$ cat config.mk
export PLATFORM = sky130hd
export DESIGN_NAME = l1_dcache_req_fsm
export DESIGN_NICKNAME = d
export VERILOG_FILES = /design/src/rtl/l1_dcache_pkg.sv /design/src/rtl/l1_dcache_load_align.sv /design/src/rtl/l1_dcache_req_fsm.sv
export SDC_FILE = /design/constraint.sdc
export NUM_CORES = 1
export LEC_CHECK = 0
export BUFFER_PORTS_ARGS = -buffer_cell sky130_fd_sc_hd__buf_4
export CAP_MARGIN = 20
export CORE_MARGIN = 1
export CORE_UTILIZATION = 45
export DETAILED_ROUTE_END_ITERATION = 8
export PLACE_DENSITY = 0.79
export SYNTH_ARGS = -nofsm -noshare
export SYNTH_HDL_FRONTEND = slang
export SYNTH_SLANG_ARGS = --single-unit
export TNS_END_PERCENT = 5
$ cat constraint.sdc
create_clock -name clk -period 1.9 [get_ports clk]
set_input_delay 0.095 -clock clk [delete_from_list [all_inputs] [get_ports clk]]
set_output_delay 0.095 -clock clk [all_outputs]
set_load 0.005 [all_outputs]
$ cat src/rtl/l1_dcache_pkg.sv
// Shared definitions for the L1 data-cache request sequencer:
// state encoding, access-size encodings and the default response timeout.
package l1_dcache_pkg;

    typedef enum logic [2:0] {
        ST_IDLE,
        ST_TRANS,
        ST_REQ,
        ST_WAIT_RESP,
        ST_DONE,
        ST_XCPT
    } state_t;

    localparam logic [1:0] SZ_B = 2'b00;
    localparam logic [1:0] SZ_H = 2'b01;
    localparam logic [1:0] SZ_W = 2'b10;
    localparam logic [1:0] SZ_D = 2'b11;

    localparam int L1_DEF_TIMEOUT = 255;
    localparam int TO_CNT_W       = 8;

endpackage

$ cat src/rtl/l1_dcache_load_align.sv
// Combinational load formatter: shifts the 64-bit response down to the accessed
// byte lane, truncates to the access size and sign- or zero-extends.
module l1_dcache_load_align
    import l1_dcache_pkg::*;
(
    input  logic [63:0] i_data,
    input  logic [1:0]  i_size,
    input  logic        i_signed,
    input  logic [2:0]  i_vaddrLo,
    output logic [63:0] o_result
);

    logic [63:0] w_raw;

    assign w_raw = i_data >> {i_vaddrLo, 3'b000};

    // Accesses that would straddle the doubleword were already trapped upstream, so they return zero.
    always_comb begin
        o_result = '0;
        case (i_size)
            SZ_B: o_result = {{56{i_signed & w_raw[7]}}, w_raw[7:0]};
            SZ_H: if (i_vaddrLo != 3'd7) o_result = {{48{i_signed & w_raw[15]}}, w_raw[15:0]};
            SZ_W: if (i_vaddrLo <= 3'd4) o_result = {{32{i_signed & w_raw[31]}}, w_raw[31:0]};
            SZ_D: o_result = w_raw;
            default: o_result = '0;
        endcase
    end

endmodule

$ cat src/rtl/l1_dcache_req_fsm.sv
// L1 data-cache request sequencer: translate, issue to dcache, await/replay response.
// Define L1_DCACHE_REQ_TIMEOUT_EN to abort WAIT_RESP after TIMEOUT_CYCLES cycles.
module l1_dcache_req_fsm
    import l1_dcache_pkg::*;
#(
    parameter int TIMEOUT_CYCLES = L1_DEF_TIMEOUT
)
(
    input  logic        clk,
    input  logic        rst,
    input  logic        is_load_i,
    input  logic        is_store_i,
    input  logic [1:0]  op_size_i,
    input  logic        signed_i,
    input  logic [2:0]  vaddr_lo_i,
    input  logic        dtlb_hit_i,
    input  logic        dtlb_xcpt_i,
    input  logic        mem_req_ready_i,
    input  logic        mem_resp_valid_i,
    input  logic        mem_resp_nack_i,
    input  logic [63:0] mem_resp_data_i,
    input  logic        kill_i,
    output logic        trns_ena_o,
    output logic        translation_req_o,
    output logic        mem_req_valid_o,
    output logic        str_rdy_o,
    output logic        busy_o,
    output logic        done_o,
    output logic        xcpt_o,
    output logic        timeout_o,
    output logic [63:0] ld_data_o
);

`ifdef L1_DCACHE_REQ_TIMEOUT_EN
    localparam logic [TO_CNT_W-1:0] TO_LAST = TO_CNT_W'(TIMEOUT_CYCLES - 1);

    logic [TO_CNT_W-1:0] r_toCnt;
    logic                r_timeout;
    logic                w_toFire;
`endif

    state_t      r_state;
    state_t      w_nextState;
    logic        r_isStore;
    logic [1:0]  r_size;
    logic        r_signed;
    logic [2:0]  r_vaddrLo;
    logic        r_killed;
    logic [63:0] r_ldData;
    logic [63:0] w_alignData;
    logic        w_killed;

    assign w_killed = r_killed | kill_i;

    l1_dcache_load_align u_align (
        .i_data    (mem_resp_data_i),
        .i_size    (r_size),
        .i_signed  (r_signed),
        .i_vaddrLo (r_vaddrLo),
        .o_result  (w_alignData)
    );

    always_ff @(posedge clk) begin
        if (!rst) r_state <= ST_IDLE;
        else      r_state <= w_nextState;
    end

    always_comb begin
        w_nextState = r_state;
`ifdef L1_DCACHE_REQ_TIMEOUT_EN
        w_toFire = 1'b0;
`endif
        case (r_state)
            ST_IDLE:  if (is_load_i | is_store_i) w_nextState = ST_TRANS;
            ST_TRANS: begin
                if (kill_i)           w_nextState = ST_IDLE;
                else if (dtlb_xcpt_i) w_nextState = ST_XCPT;
                else if (dtlb_hit_i)  w_nextState = ST_REQ;
            end
            ST_REQ: begin
                if (kill_i)               w_nextState = ST_IDLE;
                else if (mem_req_ready_i) w_nextState = r_isStore ? ST_DONE : ST_WAIT_RESP;
            end
            // A killed request still owns the dcache until it answers, then leaves silently.
            ST_WAIT_RESP: begin
                if (mem_resp_nack_i)       w_nextState = w_killed ? ST_IDLE : ST_REQ;
                else if (mem_resp_valid_i) w_nextState = w_killed ? ST_IDLE : ST_DONE;
`ifdef L1_DCACHE_REQ_TIMEOUT_EN
                else if (r_toCnt == TO_LAST) begin
                    w_nextState = ST_IDLE;
                    w_toFire    = ~w_killed;
                end
`endif
            end
            ST_DONE, ST_XCPT: w_nextState = ST_IDLE;
            default:          w_nextState = ST_IDLE;
        endcase
    end

    always_comb begin
        trns_ena_o        = 1'b0;
        translation_req_o = 1'b0;
        mem_req_valid_o   = 1'b0;
        str_rdy_o         = 1'b0;
        done_o            = 1'b0;
        xcpt_o            = 1'b0;
        busy_o            = (r_state != ST_IDLE);
        case (r_state)
            ST_TRANS: begin
                trns_ena_o        = 1'b1;
                translation_req_o = 1'b1;
            end
            ST_REQ: begin
                mem_req_valid_o = 1'b1;
                str_rdy_o       = 1'b1;
            end
            ST_WAIT_RESP: str_rdy_o = 1'b1;
            ST_DONE:      done_o    = 1'b1;
            ST_XCPT:      xcpt_o    = 1'b1;
            default:      ;
        endcase
    end

    always_ff @(posedge clk) begin
        if (!rst) begin
            r_isStore <= 1'b0;
            r_size    <= SZ_B;
            r_signed  <= 1'b0;
            r_vaddrLo <= 3'd0;
            r_killed  <= 1'b0;
            r_ldData  <= 64'h0;
        end else begin
            if (r_state == ST_IDLE && (is_load_i | is_store_i)) begin
                r_isStore <= is_store_i;
                r_size    <= op_size_i;
                r_signed  <= signed_i;
                r_vaddrLo <= vaddr_lo_i;
            end
            if (r_state == ST_WAIT_RESP && mem_resp_valid_i && !mem_resp_nack_i && !w_killed)
                r_ldData <= w_alignData;
            r_killed <= (r_state == ST_WAIT_RESP && w_nextState == ST_WAIT_RESP) ? w_killed : 1'b0;
        end
    end

`ifdef L1_DCACHE_REQ_TIMEOUT_EN
    // Counter sits at zero outside WAIT_RESP, so every entry starts a fresh window.
    always_ff @(posedge clk) begin
        if (!rst) begin
            r_toCnt   <= '0;
            r_timeout <= 1'b0;
        end else begin
            r_toCnt   <= (r_state == ST_WAIT_RESP) ? r_toCnt + 1'b1 : '0;
            r_timeout <= w_toFire;
        end
    end

    assign timeout_o = r_timeout;
`else
    assign timeout_o = 1'b0;
`endif

    assign ld_data_o = r_ldData;

endmodule
# Yosys cells after proc, flatten, opt, wreduce, memory -nomap -nowiden
# Index checks and enable logic that the tools add are counted.
[classes]
n_lt_le_gt_ge = 1
n_eq_ne = 10
n_shift = 1
n_mux = 20
n_bitwise = 5
reduce_logical = 12
[op_table]
columns = ["operator", "n"]
rows = [
  ["case mux 64 bit (4 select lines)", 1],
  ["two-way mux 64 bit", 2],
  [">> shifter 64 x 6 -> 64 bit", 1],
  ["two-way mux 3 bit", 10],
  ["case mux 3 bit (4 select lines)", 1],
  ["== test 3 x 2 -> 1 bit, second input constant", 3],
  ["== test 3 bit, second input constant", 2],
  ["logical AND 1 bit", 5],
  ["two-way mux 1 bit", 5],
  ["== test 2 bit, second input constant", 2],
  ["bitwise AND 1 bit", 3],
  ["== test 3 x 1 -> 1 bit, second input constant", 1],
  ["<= comparator 3 bit, second input constant", 1],
  ["logical NOT 3 bit", 1],
  ["inequality test 3 bit, second input constant", 1],
  ["nonzero test 3 bit", 1],
  ["== test 2 x 1 -> 1 bit, second input constant", 1],
  ["logical NOT 1 bit", 2],
  ["logical NOT 2 bit", 1],
  ["two-way mux 2 bit", 1],
  ["bitwise OR 1 bit", 2],
  ["AND reduction 2 bit", 1],
  ["OR reduction 2 bit", 1],
]
[word_totals]
reg_bits = 75
in_bits = 80
out_inout_bits = 72
wordCells = 56

# Depth between registers and ports, before layout
# Gate-level depths: netlist of the first run.
[logic_depth]
word_depth = 8
ltp_mapped = 10
ltp_nobuf = 5

# Cells and area by module
# A second synthesis of the first run with hierarchy kept.
[unflattened]
hier_cells = 625
hier_area_um2 = 5307.6
[modules_own_cells]
columns = ["module", "instances", "cells_per_inst", "area_per_inst_um2", "seq_area_each_um2"]
rows = [
  ["l1_dcache_req_fsm", 1, 348, 2984.1, 1501.4],
  ["l1_dcache_load_align", 1, 277, 2323.5, 0.0],
]

# Worst setup path after synthesis of the first run
# No wires, ideal clock.
[synth_path]
kind = "register -> register"
startpoint = "register r_vaddrLo[0]"
endpoint = "register r_ldData[22], in the netlist ld_data_o[22]"
setup_time_ns = 0.146
arrival_ns = 1.895
required_ns = 1.754
setup_slack_ns = -0.141
stages_incl_launch_ff = 10
n_path_buf = 5
synth_period_minus_slack_ns = 2.041
cell_sequence = "dfxtp_1 > buf_4 > buf_2 > buf_4 > buf_4 > buf_4 > mux2i_1 > o22ai_1 > o21ai_0 > a31oi_4"
[synth_between]
elab_chain_len = 4
word_cells_on_any_way = 8
cone_classes = "1 x order compare; 1 x eq/ne; 1 x shift; 3 x mux; 2 x bitwise"
[synth_lines]
columns = ["item", "line", "text"]
rows = [
  ["from (decl)", "l1_dcache_req_fsm.sv:47", "logic [2:0] r_vaddrLo;"],
  ["from (signal assigned)", "l1_dcache_req_fsm.sv:137", "r_vaddrLo <= vaddr_lo_i;"],
  [">> shifter 64 x 6 -> 64 bit", "l1_dcache_load_align.sv:15", "assign w_raw = i_data >> {i_vaddrLo, 3'b000};"],
  ["bitwise AND 1 bit", "l1_dcache_load_align.sv:22", "SZ_H: if (i_vaddrLo != 3'd7) o_result = {{48{i_signed & w_raw[15]}}, w_raw[15:0]};"],
  ["two-way mux 64 bit", "l1_dcache_load_align.sv:22", ""],
  ["case mux 64 bit (4 select lines) (*)", "l1_dcache_load_align.sv:20", "case (i_size)"],
  ["to (signal assigned)", "l1_dcache_req_fsm.sv:140", "r_ldData <= w_alignData;"],
  ["to (decl)", "l1_dcache_req_fsm.sv:49", "logic [63:0] r_ldData;"],
]
# Every way passes the cells marked *; elsewhere a longest branch is shown, timed or not.
# A chain may end at the register's enable or synchronous reset.

# Worst setup path in the final report of the first run
[layout_path]
startpoint = "register r_vaddrLo[1]"
endpoint = "register r_ldData[37], in the netlist ld_data_o[37]"
[layout_between]
elab_chain_len = 4
word_cells_on_any_way = 9
cone_classes = "1 x order compare; 1 x eq/ne; 1 x shift; 3 x mux; 3 x bitwise"
[layout_lines]
columns = ["item", "line"]
rows = [
  [">> shifter 64 x 6 -> 64 bit", "l1_dcache_load_align.sv:15"],
  ["bitwise AND 1 bit (on tied branches)", "l1_dcache_load_align.sv:23, l1_dcache_load_align.sv:22"],
  ["two-way mux 64 bit (on tied branches)", "l1_dcache_load_align.sv:23, l1_dcache_load_align.sv:22"],
  ["case mux 64 bit (4 select lines) (*)", "l1_dcache_load_align.sv:20"],
]
# Marks and branches as above.

==> flow_summary.toml, run 1 <==
[status]
status = "complete, but fails checks"
failed_checks = "negative setup slack"

[layout]
syn_to_final_growth_pct = 39.19
fillCellCount = 883
drive_gt1_share_pct = 43.71
fin_util_pct = 64.62
n_antenna_cell = 0
nets = 783
layoutNonFillerInstCount = 843

[power_and_ir_drop]
p_leak_nw = 2.797
vdd_ir_drop_max_v = 0.0003219
powerDensity_nw_per_um2 = 607.8

[clocking]
cts_setup_buffers = 0
clk_path_buf_depth = 2
clk-insertion-delay-late_ns = 0.36
cts_root_buf = "clkbuf_8"
cts_made_buffers = 9
cts.sinks = 75
clk_pin_slew_ns = 0.08
cts_tree = "done"
htree_levels = 3

[timing]
rsz0062_at_grt = "yes"
worst_pin_slew_ns = 0.6157
slew_headroom_pct = 58.70
finalMaxSlewViolations = 0
period_share_pct = 100.6
setup_slack_ns = -0.01080
hold_viol = 0
fin_hold_ws_ns = 0.009394
max_freq_mhz = 523.3
skew_ns = 0.01037
setup_viol = 8
period_needed_ns = 1.911

[critical_path]
crit_required_ns = 2.15
cp_data_arrival_time_ns = 2.16
worstSetupPathType = "flop to flop"
start_kind = "flop"
cp_max_fo = 32
end_kind = "flop"

[route]
drt_iter0_drc = 309
totalWireLength_um = 16600
dr.pass1.iters = 5
wl_per_cell_um = 19.69
postRouteAntennaNets = 0
vias = 5066
via_per_inst = 6.009
drcViolationCount = 0

[placement]
hpwl_um = 12560
dp.cells = 824
post-place-ws_ns = -0.1133
gp_congestion = 0.9717
portBuffers = 150

[synth]
syn_area_um2 = 4815
netlist-cell-type-count = 54
ys_warn_count = 0
synthTopCellsByCount = "75 x dfxtp_1, 61 x mux2i_1, 42 x o21ai_0"
yosysTopAreaCellShare_pct = 31.19
synth_seq_cells = 75
async_flop_share_pct = 0
yosys-top-cells-area = "dfxtp_1 31%, mux2i_1 13%, o221a_2 7.3%, o21ai_0 4.4%, nor2b_1 3.8%"
synth_area_leader_cell = "dfxtp_1"
yosysSeqAreaShare_pct = 31.19
synth_nets = 606
synth_top_flop_cell = "dfxtp_1"
syn-instance-count = 526
avgSynthCellArea_um2 = 9.153
synth_most_common_cell = "dfxtp_1"
synth_edf_count = 0

[global_routing]
track_usage_pct = 30.07
grt_max_degree = 61
grt_pass1_vias = 4970
grt_overflow_total = 0
grt_pass1_wl_um = 25860
antenna_found_initial = 0

[floorplanning]
fp-row-count = 37
die-area_um2 = 11120
core_um2 = 10370
die_x_um = 105.4
io_pins = 152
start_util_pct = 46.43
die_h_um = 105.4

[run]
drv_cap = 0

[min_path]
hold_path.class = "input port to flop"
-- area by class of cell --
type / count / area (um2) / share of cell area [%]
Inverter: 2 / 7.507 / 0.1120
Tap cell: 136 / 170.2 / 2.539
Sequential cell: 75 / 1510 / 22.54
Clock inverter: 4 / 52.55 / 0.7842
Clock buffer: 11 / 131.4 / 1.960
Multi-Input combinational cell: 391 / 3028 / 45.18
Timing Repair Buffer: 224 / 1802 / 26.89
-- cells by family (layout without fill, tap and decap cells) --
| logic type | count (synthesis) | count (layout) | share of synthesized area [%] |
|---|---|---|---|
| flip-flops | 75 | 75 | 31.19 |
| AO/OA/AOI/OAI | 170 | 170 | 27.00 |
| multiplexers | 78 | 78 | 18.30 |
| other | 1 | 1 | 0.07789 |
| buffers and inverters | 60 | 241 | 6.393 |
| AND/OR/NAND/NOR | 142 | 142 | 17.05 |
-- routing by layer --
metal | vias to the layer above | GRT usage (%) | wire, um
li1 | 2358 | - | -
met5 | - | 0 | 0
met1 | 2414 | 37.49 | 6711
met2 | 239 | 49.77 | 8064
met3 | 55 | 4.824 | 1057
met4 | 0 | 15.90 | 766
-- through the flow --
step                      area [um2]  TNS (ns)  power (mW)
after floorplan                 4856  -0.06215       2.320
after global placement          6440    -1.909       2.821
after detailed placement        6440    -3.278       2.837
after CTS                       6695         0       4.061
after global routing            6701    -1.576       4.241
final                           6701  -0.05141       4.073
-- layout by cell type, fill, tap and decap left out, types with 2 or more instances in the layout --
cell type and instances:
a211oi_1 8, a21oi_1 21, a21oi_2 7, a22oi_1 2, a31oi_1 15, a31oi_4 3, a32o_1 7, and2_1 8
and3b_1 2, and4b_1 8, buf_12 7, buf_4 213, clkbuf_1 2, clkbuf_8 9, clkinv_4 2, dfxtp_1 72
dfxtp_4 2, dlygate4sd3_1 3, inv_1 2, mux2_2 10, mux2i_1 59, mux2i_2 2, mux4_2 7, nand2_1 12
nand2b_1 6, nand3_1 4, nand3b_1 4, nor2_1 41, nor2b_1 28, nor3_1 6, nor3b_1 10, o21a_1 2
o21ai_0 38, o21ai_1 4, o221a_2 31, o221ai_1 7, o22ai_1 9, o2bb2ai_1 7, or2_2 2
-- critical path: stages (launching register included) --
cell,delay (ns)
dfxtp_4,0.44
buf_12,0.20
nor3b_2,0.07
and2_1,0.18
o31ai_2,0.28
nand4_2,0.16
buf_12,0.19
o221a_2,0.25
-- timing repair --
action | 4_1_cts | 5_1_grt
cloned | 1 | 0
hold buffers | 3 | 0
pin swaps | 0 | 4
endpoints found under the setup margin | 37 | 46
resized for setup | 3 | 4
hold endpoints to repair | 3 | 0
-- path summary, 6_finish.rpt --
path	from	to	slack, ns	cells after the start
worst max register to register	r_vaddrLo[1]	ld_data_o[37]	-0.01	7
worst min-delay path	signed_i	r_signed	0.009	3
worst min register to register	ld_data_o[7]	ld_data_o[7]	0.48	2
worst max-delay path	r_vaddrLo[1]	ld_data_o[37]	-0.01	7
-- flip-flops by register name, summed over array words and instances, names as in the netlist --
signal	flops
ld_data_o	64
r_isStore	1
r_killed	1
r_signed	1
r_size	2
r_state	3
r_vaddrLo	3
-- power by group --
part | internal (mW) | switching (mW)
Clock | 0.603 | 0.619
Combinational | 0.613 | 0.617
Sequential | 1.59 | 0.0319
Total | 2.81 | 1.27
Power figures use the tool's default switching activity.
==> run 2, diff against run 1 <==
--- a/config.mk
+++ b/config.mk
@@ -11,6 +11,7 @@
 export CORE_UTILIZATION = 45
 export DETAILED_ROUTE_END_ITERATION = 8
 export PLACE_DENSITY = 0.79
+export SETUP_SLACK_MARGIN = 0.02
 export SYNTH_ARGS = -nofsm -noshare
 export SYNTH_HDL_FRONTEND = slang
 export SYNTH_SLANG_ARGS = --single-unit
==> flow_summary.toml, run 2 (synthesized netlist as in run 1, its figures left out) <==
[timing]
slew_headroom_pct = 55.46
setup_slack_ns = -0.009590
finalMaxSlewViolations = 0
setup_viol = 14
worst_pin_slew_ns = 0.6625
rsz0062_at_grt = "yes"
period_needed_ns = 1.910
fin_tns_setup_ns = -0.06449
fin_hold_ws_ns = 0.05622
skew_ns = 0.01109
period_share_pct = 100.5
hold_viol = 0
max_freq_mhz = 523.7

[clocking]
clk-insertion-delay-late_ns = 0.36
clk_path_buf_depth = 2
cts_tree = "done"
htree_levels = 3
cts_made_buffers = 9
cts_root_buf = "clkbuf_8"
cts.sinks = 75
clk_pin_slew_ns = 0.08

[route]
vias = 5121
postRouteAntennaNets = 0
dr.pass1.iters = 5
wl_per_cell_um = 20.19
drcViolationCount = 0
totalWireLength_um = 16900
drt_iter0_drc = 359
via_per_inst = 6.118

[layout]
syn_to_final_growth_pct = 40.23
fin_util_pct = 65.11
fillCellCount = 862
nets = 777
drive_gt1_share_pct = 43.79
seq_area_um2 = 1510
n_antenna_cell = 0
layout_commonest_cell = "buf_4"
multi_input_area_um2 = 3093
layout_common_cells = "202 x buf_4, 72 x dfxtp_1, 58 x mux2i_1"
largest_reg_flops = 64

[min_path]
hold_path.class = "input port to flop"
hp-start = "is_store_i"

[power_and_ir_drop]
powerDensity_nw_per_um2 = 610.6
vdd_ir_drop_max_v = 0.0002963
power_mw = 4.123
p_leak_nw = 2.787

[placement]
portBuffers = 150
hpwl_um = 12550
gp_congestion = 0.9121
post-place-ws_ns = -0.08361

[global_routing]
grt_max_degree = 49
grt_pass1_vias = 4957
grt_overflow_total = 0
antenna_found_initial = 0
track_usage_pct = 29.76
grt_pass1_wl_um = 25660

[run]
drv_cap = 0

[critical_path]
worstSetupPathType = "flop to flop"
crit_path_start = "r_vaddrLo[1]"
start_kind = "flop"
crit_required_ns = 2.20
cp_max_fo = 12
end_kind = "flop"
cp_data_arrival_time_ns = 2.21
timing.rr.start = "r_vaddrLo[1]"

[floorplanning]
core_um2 = 10370
die_h_um = 105.4
io_pins = 152
die-area_um2 = 11120
start_util_pct = 46.43
fp-row-count = 37
die_x_um = 105.4

[status]
failed_checks = "negative setup slack"
status = "complete, but fails checks"
-- run 2: layout make-up --
type / instances / share of cell area (%)
Sequential cell: 75 / 22.37
Inverter: 2 / 0.1112
Timing Repair Buffer: 218 / 26.19
Clock inverter: 3 / 0.7042
Clock buffer: 12 / 2.298
Tap cell: 136 / 2.520
Multi-Input combinational cell: 391 / 45.81
-- run 2: path summary, 6_finish.rpt --
path	end	slack, ns	cells after the start
max	ld_data_o[37]	-0.01	6
min	r_isStore	0.06	3
max reg2reg	ld_data_o[37]	-0.01	6
min reg2reg	ld_data_o[7]	0.48	2
-- run 2: per-layer routing --
metal | track usage (%) | vias to the layer above | part of all wire, %
met2 | 51.55 | 282 | 49
li1 | - | 2347 | -
met1 | 36.79 | 2442 | 42
met5 | 0 | - | 0
met4 | 11.27 | 0 | 3.2
met3 | 5.009 | 50 | 6.7
-- run 2: power by group --
part	internal (mW)	switching, mW
registers	1.59	0.0375
clock network	0.677	0.617
logic	0.588	0.614
-- run 2: repair_timing --
| item | in CTS | in global routing |
|---|---|---|
| hold endpoints to repair | 6 | 0 |
| gates cloned | 1 | 1 |
| setup endpoints to repair | 32 | 56 |
| pin swaps | 3 | 10 |
| buffers inserted | 0 | 1 |
| resized for setup | 9 | 20 |
| hold buffers | 6 | 0 |
-- run 2: through the flow --
| step | instances | cell area (um2) |
|---|---|---|
| floorplan | 526 | 4857 |
| global placement | 813 | 6320 |
| detailed placement | 813 | 6320 |
| CTS | 835 | 6645 |
| global route | 837 | 6751 |
| finish | 837 | 6751 |
-- run 2: worst max-delay path: stages, from the launching register on --
cell,delay (ns)
dfxtp_4,0.41
mux2i_4,0.21
and3_4,0.16
or4_4,0.54
nand4_4,0.16
buf_8,0.17
o221a_2,0.19
==> run 3, diff against run 2 <==
--- a/config.mk
+++ b/config.mk
@@ -7,10 +7,11 @@
 export LEC_CHECK = 0
 export BUFFER_PORTS_ARGS = -buffer_cell sky130_fd_sc_hd__buf_4
 export CAP_MARGIN = 20
+export CORE_ASPECT_RATIO = 2
 export CORE_MARGIN = 1
-export CORE_UTILIZATION = 45
+export CORE_UTILIZATION = 30
 export DETAILED_ROUTE_END_ITERATION = 8
-export PLACE_DENSITY = 0.79
+export PLACE_DENSITY = 0.55
 export SETUP_SLACK_MARGIN = 0.02
 export SYNTH_ARGS = -nofsm -noshare
 export SYNTH_HDL_FRONTEND = slang
==> flow_summary.toml, run 3 (synthesized netlist as in run 1, its figures left out) <==
[run]
drv_cap = 0

[timing]
fin_hold_ws_ns = 0.01559
period_share_pct = 102.1
rsz0062_at_grt = "yes"
worst_pin_slew_ns = 0.6298
hold_viol = 0
setup_slack_ns = -0.03929
skew_ns = 0.01094
finalMaxSlewViolations = 0
period_needed_ns = 1.939
slew_headroom_pct = 57.82
setup_viol = 32
max_freq_mhz = 515.7

[power_and_ir_drop]
p_leak_nw = 2.788
vdd_ir_drop_max_v = 0.0003667
powerDensity_nw_per_um2 = 676.0
power_mw = 4.599

[placement]
portBuffers = 150
gp_congestion = 0.9145
dpl_cell_area_um2 = 6421
hpwl_um = 14560

[critical_path]
cp_data_arrival_time_ns = 2.16
crit_path_max_incr_delay_ns = 0.47
timing.rr.start = "r_vaddrLo[0]"
worst-path-buf-inv = 3
cp_max_fo = 32
cp_slowest_cell = "dfxtp_4"
end_kind = "flop"
cp_cell_sequence = "buf_6, nor3b_2, and2_1, o31ai_1, buf_4, nand4_2, buf_12, o221a_2"
crit_required_ns = 2.12
worstSetupPathType = "flop to flop"
start_kind = "flop"
cp_top_family = "compound AO/OA/AOI/OAI gates"
crit_path_start = "r_vaddrLo[0]"

[layout]
fillCellCount = 1598
syn_to_final_growth_pct = 41.29
drive_gt1_share_pct = 43.84
nets = 774
layout_commonest_cell = "buf_4"
final_design_area_no_fill_um2 = 6803
n_antenna_cell = 0
layout_common_cells = "207 x buf_4, 73 x dfxtp_1, 59 x mux2i_1"
largest_reg_flops = 64

[clocking]
htree_levels = 3
clk_pin_slew_ns = 0.06
cts_tree = "done"
cts_root_buf = "clkbuf_16"
cts_setup_buffers = 0
clk-insertion-delay-late_ns = 0.34
clk_path_buf_depth = 2
ctsHoldBuffers = 0
cts.sinks = 75
cts_made_buffers = 9

[global_routing]
antenna_found_initial = 0
use_met2_pct = 40.27
grt_overflow_total = 0
grt_pass1_vias = 4942
grt.met3_usage_pct = 2.104
busiest_layer = "met2"
gr-usage-met1_pct = 25.57
grt_max_degree = 40
grt_pass1_wl_um = 28100
track_usage_pct = 22.20

[floorplanning]
die-area_um2 = 16590
die_h_um = 181.2
io_pins = 152
fp-row-count = 65
core_um2 = 15700
die_x_um = 91.58
start_util_pct = 30.67

[min_path]
hold_path.class = "input port to flop"
hp-start = "vaddr_lo_i[0]"

[route]
totalWireLength_um = 18240
wl_per_cell_um = 20.29
postRouteAntennaNets = 0
vias = 4803
via_per_inst = 5.343
dr.pass1.iters = 4
drcViolationCount = 0
drt_iter0_drc = 237

[status]
failed_checks = "negative setup slack"
status = "complete, but fails checks"
-- run 3: cell types whose count changed in the layout (fill, tap and decap cells not counted), moves of 3 or more --
cell / delta
a211oi_1: +3
dlygate4sd3_1: -6
clkbuf_8: -11
buf_4: +5
clkbuf_16: +7
a211oi_2: -3
-- run 3: area by class of cell --
class                   count  area [um2]  area share, %
multi-input cells         391        3048          44.80
repair buffers            215        1678          24.66
flip-flops and latches     75        1509          22.18
well taps                 201       251.5          3.697
clock buffers              10       229.0          3.366
clock inverters             5       80.08          1.177
inverters                   2       7.507         0.1104
-- run 3: worst register-to-register path, stage by stage, from the launching register on --
cell	delay (ns)
dfxtp_4	0.47
buf_6	0.15
nor3b_2	0.04
and2_1	0.19
o31ai_1	0.25
buf_4	0.15
nand4_2	0.12
buf_12	0.19
o221a_2	0.26
-- run 3: repair_timing --
action                                  4_1_cts  5_1_grt
endpoints found under the setup margin       62       63
endpoints found under the hold margin         0        0
gates resized for setup                      15        9
pin swaps                                     3        1
-- run 3: per-stage QoR --
stage	setup TNS, ns	worst slack [ns]	cells	utilization, %
after floorplan	-0.01136	-0.003789	526	-
after global placement	-2.126	-0.08172	884	40.91
after detailed placement	-2.704	-0.08414	884	40.91
after CTS	-0.7636	-0.03808	899	43.20
after global routing	-4.516	-0.1262	899	43.34
final	-0.7996	-0.03929	899	43.34
-- run 3: path summary, 6_finish.rpt --
check                  endpoint  slack (ns)  cells past startpoint
hold reg to reg    ld_data_o[7]        0.49                      2
setup / recovery  ld_data_o[33]       -0.04                      8
setup reg to reg  ld_data_o[33]       -0.04                      8
hold / removal     r_vaddrLo[0]        0.02                      3
-- run 3: metal layers --
metal	share of wire (%)	wire length, um
met3	3.6	648
met1	39	7169
met2	53	9701
met5	0	0
met4	3.9	720
-- run 3: where the power goes --
| part | switching [mW] | internal, mW |
|---|---|---|
| Combinational | 0.599 | 0.573 |
| Clock | 0.654 | 1.14 |
| Sequential | 0.0414 | 1.59 |
| Total | 1.29 | 3.30 |
